File: src/rtl/ebtb_mem_ctrl.sv
// Initiator for the 1R1W eBTB array: zero-sweeps the macro after reset/flush,
// serves 1-cycle lookups, and forwards same-cycle same-index updates to the response.
module ebtb_mem_ctrl #(
    parameter int DEPTH = 128,
    parameter int AW    = $clog2(DEPTH),
    parameter int DW    = 40
) (
    input  logic          clock,
    input  logic          reset_n,
    input  logic          flush,
    output logic          init_done,
    input  logic          req_valid,
    output logic          req_ready,
    input  logic [AW-1:0] req_idx,
    output logic          resp_valid,
    output logic [AW-1:0] resp_idx,
    output logic [DW-1:0] resp_data,
    input  logic          upd_valid,
    output logic          upd_ready,
    input  logic [AW-1:0] upd_idx,
    input  logic [DW-1:0] upd_data,
    output logic          mem_r_en,
    output logic [AW-1:0] mem_r_addr,
    input  logic [DW-1:0] mem_r_data,
    output logic          mem_w_en,
    output logic [AW-1:0] mem_w_addr,
    output logic [DW-1:0] mem_w_data
);

    typedef enum logic {S_INIT, S_READY} state_t;

    state_t        state, state_nxt;
    logic [AW-1:0] cnt;
    logic          rd_acc, wr_acc, coll;
    logic          fwd_q;
    logic [DW-1:0] fwd_data_q;

    assign init_done = (state == S_READY);
    assign req_ready = init_done;
    assign upd_ready = init_done;
    assign coll      = rd_acc && wr_acc && (req_idx == upd_idx);

    always_comb begin
        state_nxt  = state;
        rd_acc     = 1'b0;
        wr_acc     = 1'b0;
        mem_r_en   = 1'b0;
        mem_r_addr = '0;
        mem_w_en   = 1'b0;
        mem_w_addr = '0;
        mem_w_data = '0;
        case (state)
            S_INIT: begin
                // Macro has no reset: keep the sweep write quiet while reset is held.
                mem_w_en   = reset_n;
                mem_w_addr = cnt;
                if (cnt == AW'(DEPTH - 1))
                    state_nxt = S_READY;
            end
            S_READY: begin
                rd_acc     = req_valid;
                wr_acc     = upd_valid;
                mem_r_en   = req_valid;
                mem_r_addr = req_idx;
                mem_w_en   = upd_valid;
                mem_w_addr = upd_idx;
                mem_w_data = upd_data;
                if (flush)
                    state_nxt = S_INIT;
            end
            default: state_nxt = S_INIT;
        endcase
    end

    always_ff @(posedge clock or negedge reset_n) begin
        if (!reset_n) begin
            state <= S_INIT;
            cnt   <= '0;
        end else begin
            state <= state_nxt;
            if (state == S_INIT)
                cnt <= cnt + 1'b1;
            else if (flush)
                cnt <= '0;
        end
    end

    always_ff @(posedge clock or negedge reset_n) begin
        if (!reset_n) begin
            resp_valid <= 1'b0;
            resp_idx   <= '0;
            fwd_q      <= 1'b0;
            fwd_data_q <= '0;
        end else begin
            resp_valid <= rd_acc;
            fwd_q      <= coll;
            if (rd_acc)
                resp_idx <= req_idx;
            if (coll)
                fwd_data_q <= upd_data;
        end
    end

    // Macro collision output is never trusted; X from an idle macro never escapes.
    assign resp_data = !resp_valid ? '0 : (fwd_q ? fwd_data_q : mem_r_data);

endmodule

File: config.mk
export PLATFORM = sky130hd
export DESIGN_NAME = ebtb_mem_ctrl
export DESIGN_NICKNAME = d
export VERILOG_FILES = /design/src/rtl/ebtb_mem_ctrl.sv
export SDC_FILE = /design/constraint.sdc
export NUM_CORES = 1
export LEC_CHECK = 0
export BUFFER_PORTS_ARGS = -buffer_cell sky130_fd_sc_hd__buf_2
export CAP_MARGIN = 30
export CORE_AREA = 2 2 98 100
export CTS_CLUSTER_SIZE = 10
export DETAILED_ROUTE_END_ITERATION = 7
export DIE_AREA = 0 0 100 102
export PLACE_DENSITY_LB_ADDON = 0.05
export SKIP_LAST_GASP = 1
export SLEW_MARGIN = 10
export SYNTH_ARGS = -nofsm -noshare
export SYNTH_HDL_FRONTEND = slang
export SYNTH_SLANG_ARGS = --single-unit
File: constraint.sdc
create_clock -name clock -period 1.6 [get_ports clock]
set_input_delay 0 -clock clock [delete_from_list [all_inputs] [get_ports clock]]
set_output_delay 0 -clock clock [all_outputs]
set_load 0.005 [all_outputs]
Word level (Yosys, flattened, before mapping)
Index checks and enable logic that the tools add are counted.
Widths: inputs -> output; s select.
{"block": "classes", "add_sub_neg": 1, "eq_ne": 3, "mux": 13, "bitwise_logic": 1, "reduce_logical": 2}
{"op": "$mux 40", "count": 3}
{"op": "$mux 7", "count": 3}
{"op": "$pmux 7 s2", "count": 1}
{"op": "$add 7x1->7 const B", "count": 1}
{"op": "$eq 7x7->1", "count": 1}
{"op": "$eq 7x7->1 const B", "count": 1}
{"op": "$mux 1", "count": 4}
{"op": "$pmux 1 s2", "count": 2}
{"op": "$logic_and 1x1->1", "count": 2}
{"op": "$ne 2x2->1 const B", "count": 1}
{"op": "$not 1->1", "count": 1}
{"block": "word_totals", "ff_bits": 57, "in_bits": 99, "elab_cells": 26}

Logic depth before layout (Yosys ltp)
Gate-level depths: netlist (run 1).
{"block": "depth", "word_depth": 3, "mapped_depth": 6}

Least setup slack after synthesis (run 1)
OpenSTA, ideal clock, no wires.
{"block": "synth_timing", "path_type": "reg-to-reg", "from": "register state (netlist: init_done)", "to": "register fwd_data_q[0]", "setup_time_ns": 0.125, "arrival_time_ns": 1.619, "setup_slack_ns": -0.144, "path_stages_with_launch": 6, "n_path_buf": 2, "synth_period_minus_slack_ns": 1.744, "path_cell_list": "dfrtp_1 -> nand4_1 -> or4_4 -> buf_6 -> buf_12 -> mux2_4"}
{"block": "synth_via", "elab_chain_cells": 3, "word_cells_on_any_way": 4}
{"item": "from (decl)", "line_no": "32", "source": "state_t state, state_nxt;"}
{"item": "from (signal assigned)", "line_no": "80", "source": "state <= state_nxt;"}
{"item": "$mux 1", "line_no": "52", "source": "case (state)"}
{"item": "$logic_and 1x1->1 (*) (2 in a row)", "line_no": "41", "source": "assign coll = rd_acc && wr_acc && (req_idx == upd_idx);"}
{"item": "to (signal assigned)", "line_no": "100", "source": "fwd_data_q <= upd_data;"}
{"item": "to (decl)", "line_no": "36", "source": "logic [DW-1:0] fwd_data_q;"}
Mark *: on every way between the ends. The rest lies on a longest branch, timed or not.
A chain may end at the register's enable or synchronous reset.

Worst setup path in the final report (run 1)
{"block": "layout_timing", "from": "register state (netlist: init_done)", "to": "register fwd_data_q[21]"}
Same word-level chain as after synthesis.

==> results of run 1 <==
stage by stage:
step / std cells / instance area [um2] / hold WS, ns / setup TNS [ns] / setup WS, ns
after global placement: 611 / 4690 / 0.145 / 0 / 0.0206
after global routing: 680 / 5430 / 0.0327 / -1.42 / -0.0517
after detailed placement: 611 / 4690 / 0.141 / 0 / 0.00424
final: 680 / 5430 / 0.0166 / -0.200 / -0.0237
after CTS: 678 / 5400 / 0.00379 / -0.0673 / -0.0169
after floorplan: 305 / 3570 / -0.296 / -2.03 / -0.0507
layout by cell type, fill, tap and decap left out, types with 2 or more instances in the layout:
cell type,n
dlygate4sd3_1,51
clkinv_2,3
inv_1,2
xnor2_1,8
nand3_1,2
dfrtp_2,2
mux2i_1,41
nand4_1,2
mux2_2,14
mux2_4,40
dfrtp_1,55
buf_12,4
buf_4,10
o21ai_0,3
clkbuf_8,10
buf_2,205
o22ai_1,2
and2_1,47
nor2b_1,40
nand2_1,14
per-layer routing:
metal	global-route usage	up-vias	routed length, um
li1	-	1544	-
met4	0.0854	0	231
met3	0.0410	16	637
met5	0	-	0
met2	0.360	134	5250
met1	0.242	1507	4320
sequential cells by signal, summed over array words and instances (netlist names):
name and flops:
resp_idx 7, init_done 1, fwd_data_q 40, fwd_q 1
cnt 7, resp_valid 1
how the worst max path moves through the flow:
stage	endpoint	slack, ns	depth (start not counted)
floorplan	fwd_data_q[0]$_DFFE_PN0P_	-0.05	5
global placement	fwd_data_q[12]$_DFFE_PN0P_	0.02	6
detailed placement	fwd_data_q[21]$_DFFE_PN0P_	0.004	6
CTS	mem_w_addr[4]	-0.02	4
global route	fwd_data_q[21]$_DFFE_PN0P_	-0.05	4
finish	fwd_data_q[21]$_DFFE_PN0P_	-0.02	4
cell families (layout without fill, tap and decap cells):
group	after synthesis	in the layout	synth area share
AND/OR/NAND/NOR	110	110	0.184
multiplexers	95	95	0.328
flip-flops	57	57	0.400
buffers and inverters	25	289	0.0488
XOR/XNOR	9	9	0.0221
AO/OA/AOI/OAI	8	8	0.0144
adder cells (fa/ha/maj)	1	1	0.00351
power groups by stage:
stage	Sequential [uW]	Combinational, uW	Clock (uW)
after floorplan	1670	371	0
after global placement	1700	718	0
after detailed placement	1700	730	0
after CTS	1670	832	1200
after global routing	1690	926	1280
final	1670	828	1160
timing repair:
item                                    CTS  global route
gates resized for setup                   6             0
endpoints found under the setup margin   26            41
gates cloned                              0             1
hold buffers                             51             0
buffers inserted                          0             1
endpoints found under the hold margin   108             0
critical path: cells and delay by family (launching register included):
family / cells / cell delay, ns
multiplexers: 1 / 0.31
buffers and inverters: 1 / 0.19
flip-flops: 1 / 0.40
AND/OR/NAND/NOR: 2 / 0.59
area by class of cell:
class                           instances  share of cell area
Multi-Input combinational cell        223               0.362
Clock inverter                          5             0.00576
Clock buffer                           11              0.0260
Inverter                                2             0.00138
Timing Repair Buffer                  271               0.316
Tap cell                              111              0.0256
Sequential cell                        57               0.263
==> flow_summary.ini, run 1 <==
[layout]
area_growth_pct = 52.3
finish.utilization = 0.596
drive_above_1_share = 0.513
seq_area_um2 = 1430
multi_input_area_um2 = 1970
n_antenna_cell = 0
fillerInstances = 808
final_nets = 664

[clocking]
cts_sinks = 57
path_clk_slew_ns = 0.06
cts-root-buf = clkbuf_8
clk_latency_ns = 0.33
cts_buffer_depth = 2
ctsHtreeMaxLevel = 3
cts_tree = done
cts_buffers = 9

[worst_setup_path]
cp-end-kind = flip-flop
rr_endpoint = fwd_data_q[21]$_DFFE_PN0P_
path_cells = nand4_1, or4_4, buf_12, mux2_4
r2r_slack_ns = -0.02
critPathLaunchType = flip-flop
arrival_ns = 1.83
crit_start = init_done$_DFF_PN0_
regToRegStartpoint = init_done$_DFF_PN0_
reg2regPathDepth = 4
path_class = flip-flop to flip-flop
cp_max_fo = 19
crit_path_max_incr_delay_ns = 0.48
required_ns = 1.81
cpMaxStageDelayCell = or4_4

[min_path]
worstHoldStart = req_idx[6]
min_to = fwd_q$_DFF_PN0_
whs_path_depth = 4
holdCritPathClass = input port to flip-flop

[pwr]
p_clk_frac = 0.316
p_leak_uw = 0.00295
p_int_uw = 2640
switchingPower_uw = 1020
peakVddDrop_mv = 0.496
pwr-share-seq = 0.458
finalPower_uw = 3660
p_sw_frac = 0.278
powerDensity_nw_per_um2 = 673
power_frac_comb = 0.226

[timing]
fin_skew_ns = 0.00606
worstMarginPinSlew_ns = 0.377
slew_viol_final = 0
final.period_utilization = 1.01
relSlewSlack = 0.749
period_minus_slack_ns = 1.62
fmax_mhz = 616
finalWorstSetupSlack_ns = -0.0237
setup_viol = 19
final-hold-violation-count = 0
rsz0062_at_grt = true

[place]
gp_congestion = 0.769
dp_hpwl_um = 7330
port_buffers = 205

[synth]
synthArstFlopShare = 1.00
syn-cell-area_um2 = 3570
synth_edf_count = 0
yosysSeqAreaShare = 0.400
synth_top_flop_cell = dfrtp_1
yosysTopAreaCell = dfrtp_1
ys_top_cells_by_count = dfrtp_1 (57), and2_1 (47), mux2i_1 (41), mux2_4 (40), nor2b_1 (40)
synthDistinctLibCells = 28
avgSynthCellArea_um2 = 11.7
yosysMostFrequentCell = dfrtp_1
ys_top_cells_by_area = dfrtp_1 (40%), mux2_4 (17%), mux2i_1 (12%)
synthesis.nets = 405
ys_warn_count = 0
syn_inst = 305
synth_top_area_frac = 0.400
synth-seq-cells = 57

[global_routing]
grt-ovfl-total = 0
antenna_found_initial = 0
grt_pass1_wl_um = 16100
grt_max_degree = 37
grt_pass1_vias = 3297
grt.total_usage = 0.203

[routing]
drt_wl_total_um = 10400
dr.pass1.iters = 4
vias_per_cell = 4.71
ant_nets = 0
vias = 3201
drc_errors = 0
drt_iter0_drc = 68
wl_per_cell_um = 15.3

[run_status]
violations = setup timing
status = complete, but fails checks

[die]
fp.coreArea_um2 = 9110
die_h_um = 102
pin_count = 206
start_util = 0.392
design.die.area_um2 = 10200
die_w_um = 100
rows = 35

[flow_run]
maxCapViolations = 0
Power figures use the tool's default switching activity.
==> run 2: changes to the inputs <==
--- a/config.mk
+++ b/config.mk
@@ -7,10 +7,11 @@
 export LEC_CHECK = 0
 export BUFFER_PORTS_ARGS = -buffer_cell sky130_fd_sc_hd__buf_2
 export CAP_MARGIN = 30
-export CORE_AREA = 2 2 98 100
+export CORE_AREA = 2 2 97 99
+export CTS_BUF_LIST = sky130_fd_sc_hd__clkbuf_4 sky130_fd_sc_hd__clkbuf_8
 export CTS_CLUSTER_SIZE = 10
 export DETAILED_ROUTE_END_ITERATION = 7
-export DIE_AREA = 0 0 100 102
+export DIE_AREA = 0 0 99 101
 export PLACE_DENSITY_LB_ADDON = 0.05
 export SKIP_LAST_GASP = 1
 export SLEW_MARGIN = 10
==> flow_summary.ini, run 2 (same netlist as run 1, synthesis figures left out) <==
[worst_setup_path]
cp-end-kind = flip-flop
cp_max_fo = 22
critPathLaunchType = flip-flop
required_ns = 1.80
path_class = flip-flop to flip-flop
arrival_ns = 1.82

[global_routing]
grt_max_degree = 39
antenna_found_initial = 0
grt-ovfl-total = 0
grt_pass1_wl_um = 15600
grt_pass1_vias = 3284
grt.total_usage = 0.197

[routing]
drt_wl_total_um = 10100
drc_errors = 0
dr.pass1.iters = 4
vias_per_cell = 4.71
vias = 3203
ant_nets = 0
wl_per_cell_um = 14.8
drt_iter0_drc = 36

[layout]
largest_reg_flops = 40
reg_top3 = fwd_data_q (40), cnt (7), resp_idx (7)
n_antenna_cell = 0
final_nets = 664
area_growth_pct = 53.1
regMostFlops = fwd_data_q
final_cell_mix = buf_2 (205), dfrtp_1 (55), dlygate4sd3_1 (52), and2_1 (47), mux2i_1 (41)
fillerInstances = 785
drive_above_1_share = 0.513
final_common_cell = buf_2
finish.utilization = 0.609

[clocking]
path_clk_slew_ns = 0.06
ctsHtreeMaxLevel = 3
cts-root-buf = clkbuf_8
post_cts_buffers = 0
clk_latency_ns = 0.32
cts_buffer_depth = 2
cts_tree = done
cts_sinks = 57
cts_buffers = 9

[die]
fp.coreArea_um2 = 8980
die_h_um = 101
pin_count = 206
die_w_um = 99
rows = 35
start_util = 0.397
design.die.area_um2 = 10000

[timing]
final-hold-violation-count = 0
fin_skew_ns = 0.00416
finalWorstSetupSlack_ns = -0.0133
rsz0062_at_grt = true
relSlewSlack = 0.691
fin_hold_ws_ns = 0.0387
fmax_mhz = 620
final.period_utilization = 1.01
slew_viol_final = 0
setup_viol = 14
worstMarginPinSlew_ns = 0.464
period_minus_slack_ns = 1.61

[min_path]
holdCritPathClass = input port to flip-flop

[pwr]
p_leak_uw = 0.00297
finalPower_uw = 3740
peakVddDrop_mv = 0.437
powerDensity_nw_per_um2 = 684

[place]
dp_hpwl_um = 7050
port_buffers = 205
gp_congestion = 0.719

[run_status]
status = complete, but fails checks
violations = setup timing

[flow_run]
maxCapViolations = 0
run 2: cell count changes in the layout (fill, tap and decap cells not counted), sizes merged:
cell / previous run / this run
clkbuf: 12 / 14
buf: 219 / 218
clkinv: 4 / 3
clkinvlp: 1 / 0
dlygate4sd3: 51 / 52
run 2: worst paths after layout:
path	startpoint	endpoint	slack, ns	cells after the start
hold reg to reg	fwd_data_q[30]$_DFFE_PN0P_	fwd_data_q[30]$_DFFE_PN0P_	0.51	1
hold / removal	req_idx[0]	fwd_q$_DFF_PN0_	0.04	4
setup / recovery	init_done$_DFF_PN0_	fwd_data_q[18]$_DFFE_PN0P_	-0.01	4
max in group asynchronous	reset_n	fwd_data_q[10]$_DFFE_PN0P_	0.71	3
setup reg to reg	init_done$_DFF_PN0_	fwd_data_q[18]$_DFFE_PN0P_	-0.01	4
min in group asynchronous	reset_n	fwd_data_q[12]$_DFFE_PN0P_	0.16	2
run 2: metrics by stage:
stage	std cells	worst slack (ns)	TNS (ns)	area [um2]
after CTS	679	-0.0107	-0.0889	5430
after global routing	680	-0.0359	-0.747	5460
after detailed placement	611	0.0164	0	4700
final	680	-0.0133	-0.0856	5460
after floorplan	305	-0.0507	-2.03	3570
after global placement	611	0.0276	0	4700
run 2: power breakdown:
part | leakage (uW) | internal [uW] | switching, uW
combinational | 0.00210 | 505 | 345
clock | 0.000100 | 673 | 531
sequential | 0.000769 | 1560 | 130
total | 0.00297 | 2730 | 1010
run 2: per-layer routing:
metal  GRT usage  routed length, um  vias to the layer above
met4      0.0790                229                        0
met5           0                  0                        -
met1       0.228               4160                     1498
met3      0.0458                694                       20
li1            -                  -                     1547
met2       0.350               5010                      138
run 2: cell type report:
cell class / count / area [um2] / area share
Sequential cell: 57 / 1430 / 0.262
Clock buffer: 13 / 166 / 0.0305
Clock inverter: 3 / 15.0 / 0.00275
Multi-Input combinational cell: 223 / 1970 / 0.360
Tap cell: 111 / 139 / 0.0254
Inverter: 2 / 7.51 / 0.00137
Timing Repair Buffer: 271 / 1740 / 0.318
run 2: critical path: stages, from the launching register on:
cell and delay (ns):
dfrtp_2 0.38, nand4_1 0.11, or4_4 0.47, buf_12 0.20, mux2_4 0.31
run 2: repair_timing:
item / 4_1_cts / 5_1_grt
gates resized for setup: 6 / 1
cloned: 0 / 1
hold buffers: 52 / 0
setup endpoints to repair: 27 / 41
hold endpoints to repair: 68 / 0
==> run 3: changes to the inputs <==
--- a/config.mk
+++ b/config.mk
@@ -13,6 +13,7 @@
 export DETAILED_ROUTE_END_ITERATION = 7
 export DIE_AREA = 0 0 99 101
 export PLACE_DENSITY_LB_ADDON = 0.05
+export RECOVER_POWER = 50
 export SKIP_LAST_GASP = 1
 export SLEW_MARGIN = 10
 export SYNTH_ARGS = -nofsm -noshare
==> flow_summary.ini, run 3 (same netlist as run 1, synthesis figures left out) <==
[run_status]
status = complete, but fails checks
violations = setup timing

[timing]
relSlewSlack = 0.464
final.period_utilization = 1.01
fin_hold_ws_ns = 0.0379
fmax_mhz = 620
finalSetupTns_ns = -0.0697
rsz0062_at_grt = true
fin_skew_ns = 0.00382
finalWorstSetupSlack_ns = -0.0122
slew_viol_final = 0
period_minus_slack_ns = 1.61
setup_viol = 11
final-hold-violation-count = 0
worstMarginPinSlew_ns = 0.804

[layout]
largest_reg_flops = 40
multi_input_area_um2 = 1970
finish.instance_area_um2 = 5440
regMostFlops = fwd_data_q
fillerInstances = 795
drive_above_1_share = 0.489
reg_top3 = fwd_data_q (40), cnt (7), resp_idx (7)
final_common_cell = buf_2
final_cell_mix = buf_2 (191), dfrtp_1 (55), dlygate4sd3_1 (52), and2_1 (47), mux2i_1 (41)
seq_area_um2 = 1430
final_nets = 664
n_antenna_cell = 0
finish.utilization = 0.606
area_growth_pct = 52.4

[worst_setup_path]
critPathLaunchType = flip-flop
cp-end-kind = flip-flop
cpMaxStageDelayCell = or4_4
crit_path_max_incr_delay_ns = 0.47
cp_max_fo = 22
rr_endpoint = fwd_data_q[21]$_DFFE_PN0P_
r2r_slack_ns = -0.01
path_buf_inv = 1
reg2regPathDepth = 4
regToRegStartpoint = init_done$_DFF_PN0_
path_class = flip-flop to flip-flop
path_cells = nand4_1, or4_4, buf_12, mux2_4
crit_family = simple AND/OR/NAND/NOR gates
required_ns = 1.80
arrival_ns = 1.82

[clocking]
path_clk_slew_ns = 0.06
cts-root-buf = clkbuf_8
cts_buffers = 9
post_cts_buffers = 0
cts_tree = done
ctsHtreeMaxLevel = 3
clk_latency_ns = 0.32
cts_buffer_depth = 2
cts_sinks = 57

[global_routing]
antenna_found_initial = 0
grt_pass1_vias = 3284
grt_max_degree = 39
grt_pass1_wl_um = 15600
grt-ovfl-total = 0
grt.total_usage = 0.197

[die]
design.die.area_um2 = 10000
rows = 35
die_h_um = 101
pin_count = 206
fp.coreArea_um2 = 8980
die_w_um = 99
start_util = 0.397

[pwr]
powerDensity_nw_per_um2 = 687
p_leak_uw = 0.00291
peakVddDrop_mv = 0.437
finalPower_uw = 3740

[routing]
drt_iter0_drc = 45
vias = 3190
dr.pass1.iters = 4
drt_wl_total_um = 10100
drc_errors = 0
ant_nets = 0
vias_per_cell = 4.69
wl_per_cell_um = 14.9

[min_path]
worstHoldStart = req_idx[0]
min_to = fwd_q$_DFF_PN0_
holdCritPathClass = input port to flip-flop
whs_path_depth = 4

[flow_run]
maxCapViolations = 0

[place]
port_buffers = 205
place_area_um2 = 4700
dp_hpwl_um = 7050
gp_congestion = 0.719
[run 3: changes by cell type in the layout (fill, tap and decap cells not counted)]
cell,previous run,this run
buf_2,205,191
clkbuf_1,0,14
buf_4,8,5
clkbuf_2,0,3
[run 3: worst max-delay path by stage]
| stage | from | endpoint | cells after the start |
|---|---|---|---|
| global placement | upd_idx[5] | fwd_data_q[17]$_DFFE_PN0P_ | 6 |
| CTS | init_done$_DFF_PN0_ | fwd_data_q[21]$_DFFE_PN0P_ | 4 |
| global route | init_done$_DFF_PN0_ | fwd_data_q[17]$_DFFE_PN0P_ | 4 |
| floorplan | init_done$_DFF_PN0_ | fwd_data_q[0]$_DFFE_PN0P_ | 5 |
| detailed placement | upd_idx[5] | fwd_data_q[21]$_DFFE_PN0P_ | 6 |
| finish | init_done$_DFF_PN0_ | fwd_data_q[21]$_DFFE_PN0P_ | 4 |
[run 3: where the power goes]
| part | internal (uW) | switching (uW) |
|---|---|---|
| Clock | 673 | 534 |
| Sequential | 1560 | 129 |
| Combinational | 499 | 346 |
[run 3: layout make-up]
cell class / count / area share
clock inverter: 3 / 0.00276
tap: 111 / 0.0255
clock buffer: 13 / 0.0306
timing repair buffer: 271 / 0.315
inverter: 2 / 0.00138
sequential: 57 / 0.263
multi-input combinational: 223 / 0.362
[run 3: routing by layer]
metal,part of all wire,track usage,vias to the layer above
met3,0.067,0.0458,18
li1,-,-,1546
met4,0.021,0.0790,0
met2,0.50,0.350,138
met5,0,0,-
met1,0.41,0.228,1488
[run 3: timing repair]
item / in CTS / in global routing
hold buffers: 52 / 0
endpoints found under the hold margin: 68 / 0
gates resized for setup: 6 / 1
gates cloned: 0 / 1
endpoints found under the setup margin: 27 / 41
[run 3: metrics by stage]
| stage | std cells | worst slack (ns) |
|---|---|---|
| after floorplan | 305 | -0.0507 |
| after global placement | 611 | 0.0276 |
| after detailed placement | 611 | 0.0164 |
| after CTS | 679 | -0.0107 |
| after global routing | 680 | -0.0359 |
| final | 680 | -0.0122 |
[run 3: tightest hold or removal path: cells and delay by family]
family,cells,cell delay [ns]
buf+inv,1,0.10
xor+xnor,1,0.06
simple gates,2,0.16
